<file path="config.mk">
export PLATFORM = sky130hd
export DESIGN_NAME = mem_stage_v
export DESIGN_NICKNAME = d
export VERILOG_FILES = /design/src/rtl/mem_stage_v.sv
export SDC_FILE = /design/constraint.sdc
export NUM_CORES = 1
export LEC_CHECK = 0
export ABC_AREA = 1
export BUFFER_PORTS_ARGS = -buffer_cell sky130_fd_sc_hd__buf_2
export CAP_MARGIN = 5
export CELL_PAD_IN_SITES_DETAIL_PLACEMENT = 1
export CELL_PAD_IN_SITES_GLOBAL_PLACEMENT = 1
export CORE_ASPECT_RATIO = 0.8
export CORE_UTILIZATION = 25
export DETAILED_ROUTE_END_ITERATION = 10
export PLACE_DENSITY = 0.83
export SLEW_MARGIN = 15
export SYNTH_ARGS = -nofsm -noshare
export SYNTH_HDL_FRONTEND = slang
export SYNTH_SLANG_ARGS = --single-unit
</file>
<file path="constraint.sdc">
create_clock -name clk -period 2 [get_ports clk]
set_input_delay 0.5 -clock clk [delete_from_list [all_inputs] [get_ports clk]]
set_output_delay 0.5 -clock clk [all_outputs]
set_load 0.01 [all_outputs]
</file>
<file path="src/rtl/mem_stage_v.sv">
// ============================================================================
//  Module   : mem_stage_v
//  Purpose  : Memory-access pipeline stage. Drives a req/ready data-memory
//             port, steers store byte lanes, extracts and extends load data,
//             registers the MEM/WB bundle, and stalls upstream while an
//             access is outstanding. Hung accesses are aborted by a timeout.
//  Revision : 1.0  initial release
// ============================================================================
`default_nettype none

module mem_stage_v #(
  parameter int TIMEOUT_CYCLES = 16,
  parameter int CNT_W          = 5
) (
  input  logic        clk,
  input  logic        reset,
  // EX/MEM bundle
  input  logic        mem_isValid,
  input  logic [31:0] mem_pc,
  input  logic [31:0] mem_instr,
  input  logic [4:0]  mem_rd,
  input  logic        mem_mem_read,
  input  logic        mem_mem_write,
  input  logic        mem_reg_write,
  input  logic [31:0] mem_result,
  input  logic [31:0] mem_sData,
  // data-memory port
  output logic        dmem_req,
  output logic        dmem_we,
  output logic [31:0] dmem_addr,
  output logic [3:0]  dmem_be,
  output logic [31:0] dmem_wdata,
  input  logic        dmem_ready,
  input  logic [31:0] dmem_rdata,
  // pipeline control
  output logic        mem_stall,
  // MEM/WB bundle
  output logic        wb_isValid,
  output logic [31:0] wb_pc,
  output logic [31:0] wb_instr,
  output logic [4:0]  wb_rd,
  output logic        wb_reg_write,
  output logic [31:0] wb_data,
  output logic        misalign_err,
  output logic        bus_err
);

  typedef enum logic [0:0] {
    ST_IDLE = 1'b0,
    ST_WAIT = 1'b1
  } state_t;

  localparam logic [CNT_W-1:0] C_CNT_LAST = CNT_W'(TIMEOUT_CYCLES - 1);
  localparam logic [CNT_W-1:0] C_CNT_ONE  = CNT_W'(1);

  state_t           state_q;
  logic [CNT_W-1:0] cnt_q;

  logic [2:0]  funct3;
  logic [1:0]  byte_off;
  logic        access;
  logic        is_store;
  logic        aligned;
  logic        req;
  logic [7:0]  sel_byte;
  logic [15:0] sel_half;
  logic [31:0] load_val;
  logic [3:0]  lane_be;
  logic [31:0] lane_wdata;
  logic [31:0] done_data;
  logic        done_rw;

  assign funct3   = mem_instr[14:12];
  assign byte_off = mem_result[1:0];
  assign access   = mem_isValid & (mem_mem_read | mem_mem_write);
  // A write flag overrides a simultaneous read flag.
  assign is_store = mem_mem_write;

  // Alignment check; funct3 codes outside the load/store set count as misaligned.
  always_comb begin
    aligned = 1'b0;
    if (is_store) begin
      case (funct3)
        3'b000:  aligned = 1'b1;
        3'b001:  aligned = ~byte_off[0];
        3'b010:  aligned = (byte_off == 2'b00);
        default: aligned = 1'b0;
      endcase
    end else begin
      case (funct3)
        3'b000, 3'b100: aligned = 1'b1;
        3'b001, 3'b101: aligned = ~byte_off[0];
        3'b010:         aligned = (byte_off == 2'b00);
        default:        aligned = 1'b0;
      endcase
    end
  end

  // Store byte-lane steering; loads always read the whole word.
  always_comb begin
    lane_be    = 4'b1111;
    lane_wdata = mem_sData;
    if (is_store) begin
      case (funct3)
        3'b000: begin
          lane_be    = 4'b0001 << byte_off;
          lane_wdata = {4{mem_sData[7:0]}};
        end
        3'b001: begin
          lane_be    = 4'b0011 << byte_off;
          lane_wdata = {2{mem_sData[15:0]}};
        end
        default: begin
          lane_be    = 4'b1111;
          lane_wdata = mem_sData;
        end
      endcase
    end
  end

  // Load extraction with sign or zero extension.
  always_comb begin
    case (byte_off)
      2'd0:    sel_byte = dmem_rdata[7:0];
      2'd1:    sel_byte = dmem_rdata[15:8];
      2'd2:    sel_byte = dmem_rdata[23:16];
      default: sel_byte = dmem_rdata[31:24];
    endcase
    sel_half = byte_off[1] ? dmem_rdata[31:16] : dmem_rdata[15:0];
    case (funct3)
      3'b000:  load_val = {{24{sel_byte[7]}}, sel_byte};
      3'b100:  load_val = {24'd0, sel_byte};
      3'b001:  load_val = {{16{sel_half[15]}}, sel_half};
      3'b101:  load_val = {16'd0, sel_half};
      default: load_val = dmem_rdata;
    endcase
  end

  // Result of a successful access: stores forward the address, loads write back.
  assign done_data = is_store ? mem_result : load_val;
  assign done_rw   = is_store ? 1'b0 : mem_reg_write;

  // The request stays up throughout WAIT; EX/MEM holds, so the port is stable.
  assign req        = (state_q == ST_WAIT) | (access & aligned);
  assign dmem_req   = req;
  assign dmem_we    = req & is_store;
  assign dmem_addr  = {mem_result[31:2], 2'b00};
  assign dmem_be    = lane_be;
  assign dmem_wdata = lane_wdata;
  assign mem_stall  = req & ~dmem_ready;

  // Access FSM, timeout counter and MEM/WB register.
  always_ff @(posedge clk) begin
    if (reset) begin
      state_q      <= ST_IDLE;
      cnt_q        <= '0;
      wb_isValid   <= 1'b0;
      wb_pc        <= '0;
      wb_instr     <= '0;
      wb_rd        <= '0;
      wb_reg_write <= 1'b0;
      wb_data      <= '0;
      misalign_err <= 1'b0;
      bus_err      <= 1'b0;
    end else begin
      wb_isValid   <= 1'b0;
      wb_reg_write <= 1'b0;
      misalign_err <= 1'b0;
      bus_err      <= 1'b0;
      case (state_q)
        ST_IDLE: begin
          if (mem_isValid) begin
            if (!access) begin
              wb_isValid   <= 1'b1;
              wb_pc        <= mem_pc;
              wb_instr     <= mem_instr;
              wb_rd        <= mem_rd;
              wb_reg_write <= mem_reg_write;
              wb_data      <= mem_result;
            end else if (!aligned) begin
              wb_isValid   <= 1'b1;
              wb_pc        <= mem_pc;
              wb_instr     <= mem_instr;
              wb_rd        <= mem_rd;
              wb_data      <= mem_result;
              misalign_err <= 1'b1;
            end else if (dmem_ready) begin
              wb_isValid   <= 1'b1;
              wb_pc        <= mem_pc;
              wb_instr     <= mem_instr;
              wb_rd        <= mem_rd;
              wb_reg_write <= done_rw;
              wb_data      <= done_data;
            end else begin
              state_q <= ST_WAIT;
              cnt_q   <= C_CNT_ONE;
            end
          end
        end
        ST_WAIT: begin
          if (dmem_ready) begin
            wb_isValid   <= 1'b1;
            wb_pc        <= mem_pc;
            wb_instr     <= mem_instr;
            wb_rd        <= mem_rd;
            wb_reg_write <= done_rw;
            wb_data      <= done_data;
            state_q      <= ST_IDLE;
            cnt_q        <= '0;
          end else if (cnt_q == C_CNT_LAST) begin
            wb_isValid <= 1'b1;
            wb_pc      <= mem_pc;
            wb_instr   <= mem_instr;
            wb_rd      <= mem_rd;
            wb_data    <= '0;
            bus_err    <= 1'b1;
            state_q    <= ST_IDLE;
            cnt_q      <= '0;
          end else begin
            cnt_q <= cnt_q + C_CNT_ONE;
          end
        end
        default: begin
          state_q <= ST_IDLE;
          cnt_q   <= '0;
        end
      endcase
    end
  end

endmodule

`default_nettype wire

</file>
==> summary by stage <==
Clock network
In this run the clock root is driven by a clkbuf_16. TritonCTS built the clock tree. The maximum level of the CTS H-tree is 3. The TritonCTS buffer count is 9. The largest buffer count on any clock path is 2. The later-pin clock latency in the skew report is 0.36 ns. After clock tree synthesis, the flow added hold-fix buffers numbering 0. The sink count of the clock tree is 111. After clock tree synthesis, the clock-pin slew on the worst setup and hold paths is 0.08 ns.

STA
For the final routed database, the setup TNS stands at -5.222 ns. The minimum period implied by the final worst setup slack is 2.214 ns. The final number of hold-violating endpoints came to 0. On the final layout, the worst clock skew is 0.01247 ns.

The highest clock frequency the design can meet is 451.7 MHz. The max-slew violation count is 0. The final setup slack of the worst path is -0.2138 ns. The number of setup violations in the final report is 30. Setup repair after global routing could not meet its margin everywhere.

The worst hold slack is 0.3567 ns. The share of the clock period used by the worst path after layout is 110.7%.

Synth
The total of flip-flops plus latches after synthesis is 111. The post-synthesis instance area is 5883 um^2. In the synthesized netlist the async set-or-reset flop fraction comes to 0%. The distinct cell type count of the synthesized netlist is 34.

The most used flip-flop cell after synthesis is dfxtp_1. The number of warnings issued by yosys is 0. The post-synthesis cell count is 893. A synthesized cell averages 6.588 um^2. The share of the yosys chip area belonging to registers is 37.77%. In this run, synthesis inferred 0 flip-flops with an integrated enable.

Run status
The run finished, with violations left. The final reports fail on setup timing.

Finish
The final core area utilization is 40.34%. The library cells used most frequently in the layout, excluding fill and tap cells, are 331 x buf_2, 135 x nor2_1, 108 x dfxtp_1. From synthesis to final layout, the design area changed by 56.38%. The design area is 9200 um^2. The filler-free cell count of the finished design is 1542. The antenna diode instance count is 0. The layout cell share with drive strength beyond 1 is 43.69%.

The net count of the finished layout is 1404. The most common cell after layout, fill and taps aside is buf_2.

Critical path
The worst setup path is launched from an input port. The cell with the largest stage delay on the worst path is nor2_4. The required arrival time at the worst endpoint is 1.50 ns. The delay contributed by the slowest stage of the critical path is 0.17 ns. The startpoint-to-endpoint class of the critical path is in -> out. At the worst endpoint, the arrival time is 1.71 ns. The sum of buffers and inverters on the critical path is 6.

The gate family responsible for the most delay along the worst path is buffers and inverters. The maximum net fanout on the critical path is 6. The worst setup path is captured at an output pin. Walking the worst path, the cells encountered are buf_12 -> nor2_4 -> inv_2 -> nor2_4 -> inv_4 -> nand2_4 -> nand2_8 -> inv_8 -> buf_12 -> o21ai_2 -> buf_2.

Die
348 I/O pins were placed. The horizontal die dimension is 173.5 um. The area inside the core boundary is 22810 um^2. The die is 139.2 um tall. The initial core utilization is 25.80%. The placement row count is 49.

The die covers 24150 um^2.

Placed design
Detailed placement finished with a half-perimeter wire length of 19910 um. After detailed placement, the design holds a cell count of 1500. The instance area at placement is 7975 um^2. OpenSTA, run right after detailed placement, puts the worst setup slack at -0.2202 ns. Routability-driven placement finished with a final weighted congestion of 0.8877. The count of buffers added on input and output ports is 345.

Hold path
The min-delay analysis places its worst path in the category in -> reg.

Power and ir drop
Of the total power, the share spent switching nets is 34.09%. The fraction of power consumed by the clock network is 29.8%. The share of total power dissipated in sequential elements is 40.0%. In this run the power density over the cells is 680.8 nW/um^2.

The net switching component of the power is 2.136 mW. The maximum VDD drop is 0.4064 mV. The total power of the final layout is 6.264 mW.

In this run, the combinational gates consume 30.2% of the power. The internal power is 4.128 mW. For this design the static power due to leakage is 4.818 nW.

Job
Across the run, the number of max-cap violations was 0.

Global route
The number of antenna violations at the first check in global routing is 1. The via count of the first global-routing pass is 7301. After global routing the overflow that remains totals 0. The pin count of the biggest net entering global routing is 63. Across every metal layer, demand over resource in global routing totals 21.43%. The wire length of the first global-routing pass is 40570 um.

Routing
The count of nets left with antenna violations once routing finished came out at 0. The post-detailed-route DRC marker count is 0. The number of vias per cell is 4.843.

After detailed routing, the average wire length per cell comes to 18.81 um. The number of DRC violations after detailed-routing iteration 0 is 458. The final wirelength is 29000 um. For this run, the detailed router's first-pass iteration total came to 5. The total via count after detailed routing is 7468.
## synth_stat cells (all sizes together), types with 3 or more instances
library cell / n / area (um^2)
a21oi: 66 / 330.3
buf: 72 / 496.7
clkbuf: 26 / 97.59
dfxtp: 111 / 2222
inv: 80 / 300.3
nand2: 138 / 530.5
nand3: 83 / 420.4
nor2: 150 / 591.8
nor3: 3 / 15.01
o211ai: 3 / 22.52
o21ai: 136 / 680.7
o22ai: 12 / 75.07
## worst reg2reg max path: stages (launching register included)
cell and delay [ns]:
dfxtp_2 0.36, ha_2 0.19, nand2_1 0.05, inv_1 0.09, nand2_2 0.10, nor2_4 0.12, nor2_2 0.06, inv_2 0.07
nand2_4 0.07, nor2_8 0.20, buf_6 0.14, buf_12 0.12, o21ai_0 0.09, a21oi_1 0.19
## final timing paths
kind | startpoint | to | slack, ns | cells after the start
max | mem_instr[12] | dmem_wdata[14] | -0.21 | 11
min | mem_instr[4] | wb_instr[4] | 0.36 | 3
max reg2reg | cnt_q[1] | wb_instr[13] | 0.06 | 13
min reg2reg | wb_data[0] | wb_data[0] | 0.49 | 2
## cell families (layout without fill, tap and decap cells)
group / Yosys count / in the layout / share of synthesized area [%]
adders and majority gates: 1 / 1 / 0.2126
other: 1 / 2 / 0.06374
AOI/OAI and AO/OA: 220 / 220 / 19.25
xor gates and xnor gates: 1 / 1 / 0.1489
buffers and inverters: 178 / 520 / 15.21
and+or+nand+nor: 381 / 381 / 27.35
DFF: 111 / 111 / 37.77
## registers in the layout, summed over array words and instances, names as in the netlist
name,count
bus_err,1
cnt_q,5
misalign_err,1
state_q,1
wb_data,32
wb_instr,32
wb_isValid,1
wb_pc,32
wb_rd,5
wb_reg_write,1
## per-layer routing
metal  vias up  GRT usage (%)  part of all wire [%]
met4         2          6.521                   2.2
met1      3577          27.80                    43
li1       3542              -                     -
met2       296          35.17                    49
met5         -              0                 0.045
met3        51          5.027                   6.1
## power by group through the flow
stage | combinational (mW) | sequential (mW) | clock (mW)
CTS | 1.69 | 2.51 | 1.94
global route | 2.04 | 2.53 | 2.03
finish | 1.89 | 2.51 | 1.86
detailed placement | 1.59 | 2.56 | 0
global placement | 1.55 | 2.55 | 0
floorplan | 0.769 | 2.64 | 0
## layout make-up
class	instances	area [um^2]
Fill cell	2923	13610
Timing Repair Buffer	424	2748
Clock buffer	10	239.0
Sequential cell	111	2226
Clock inverter	6	61.31
Tap cell	306	382.9
Inverter	80	315.3
Multi-Input combinational cell	605	3228
## what timing repair did
item | CTS | global route
setup buffers | 10 | 9
setup endpoints to repair | 126 | 129
resized for setup | 74 | 81
pin swaps | 11 | 16
gates cloned | 2 | 5
(Power assumes the default switching activity.)
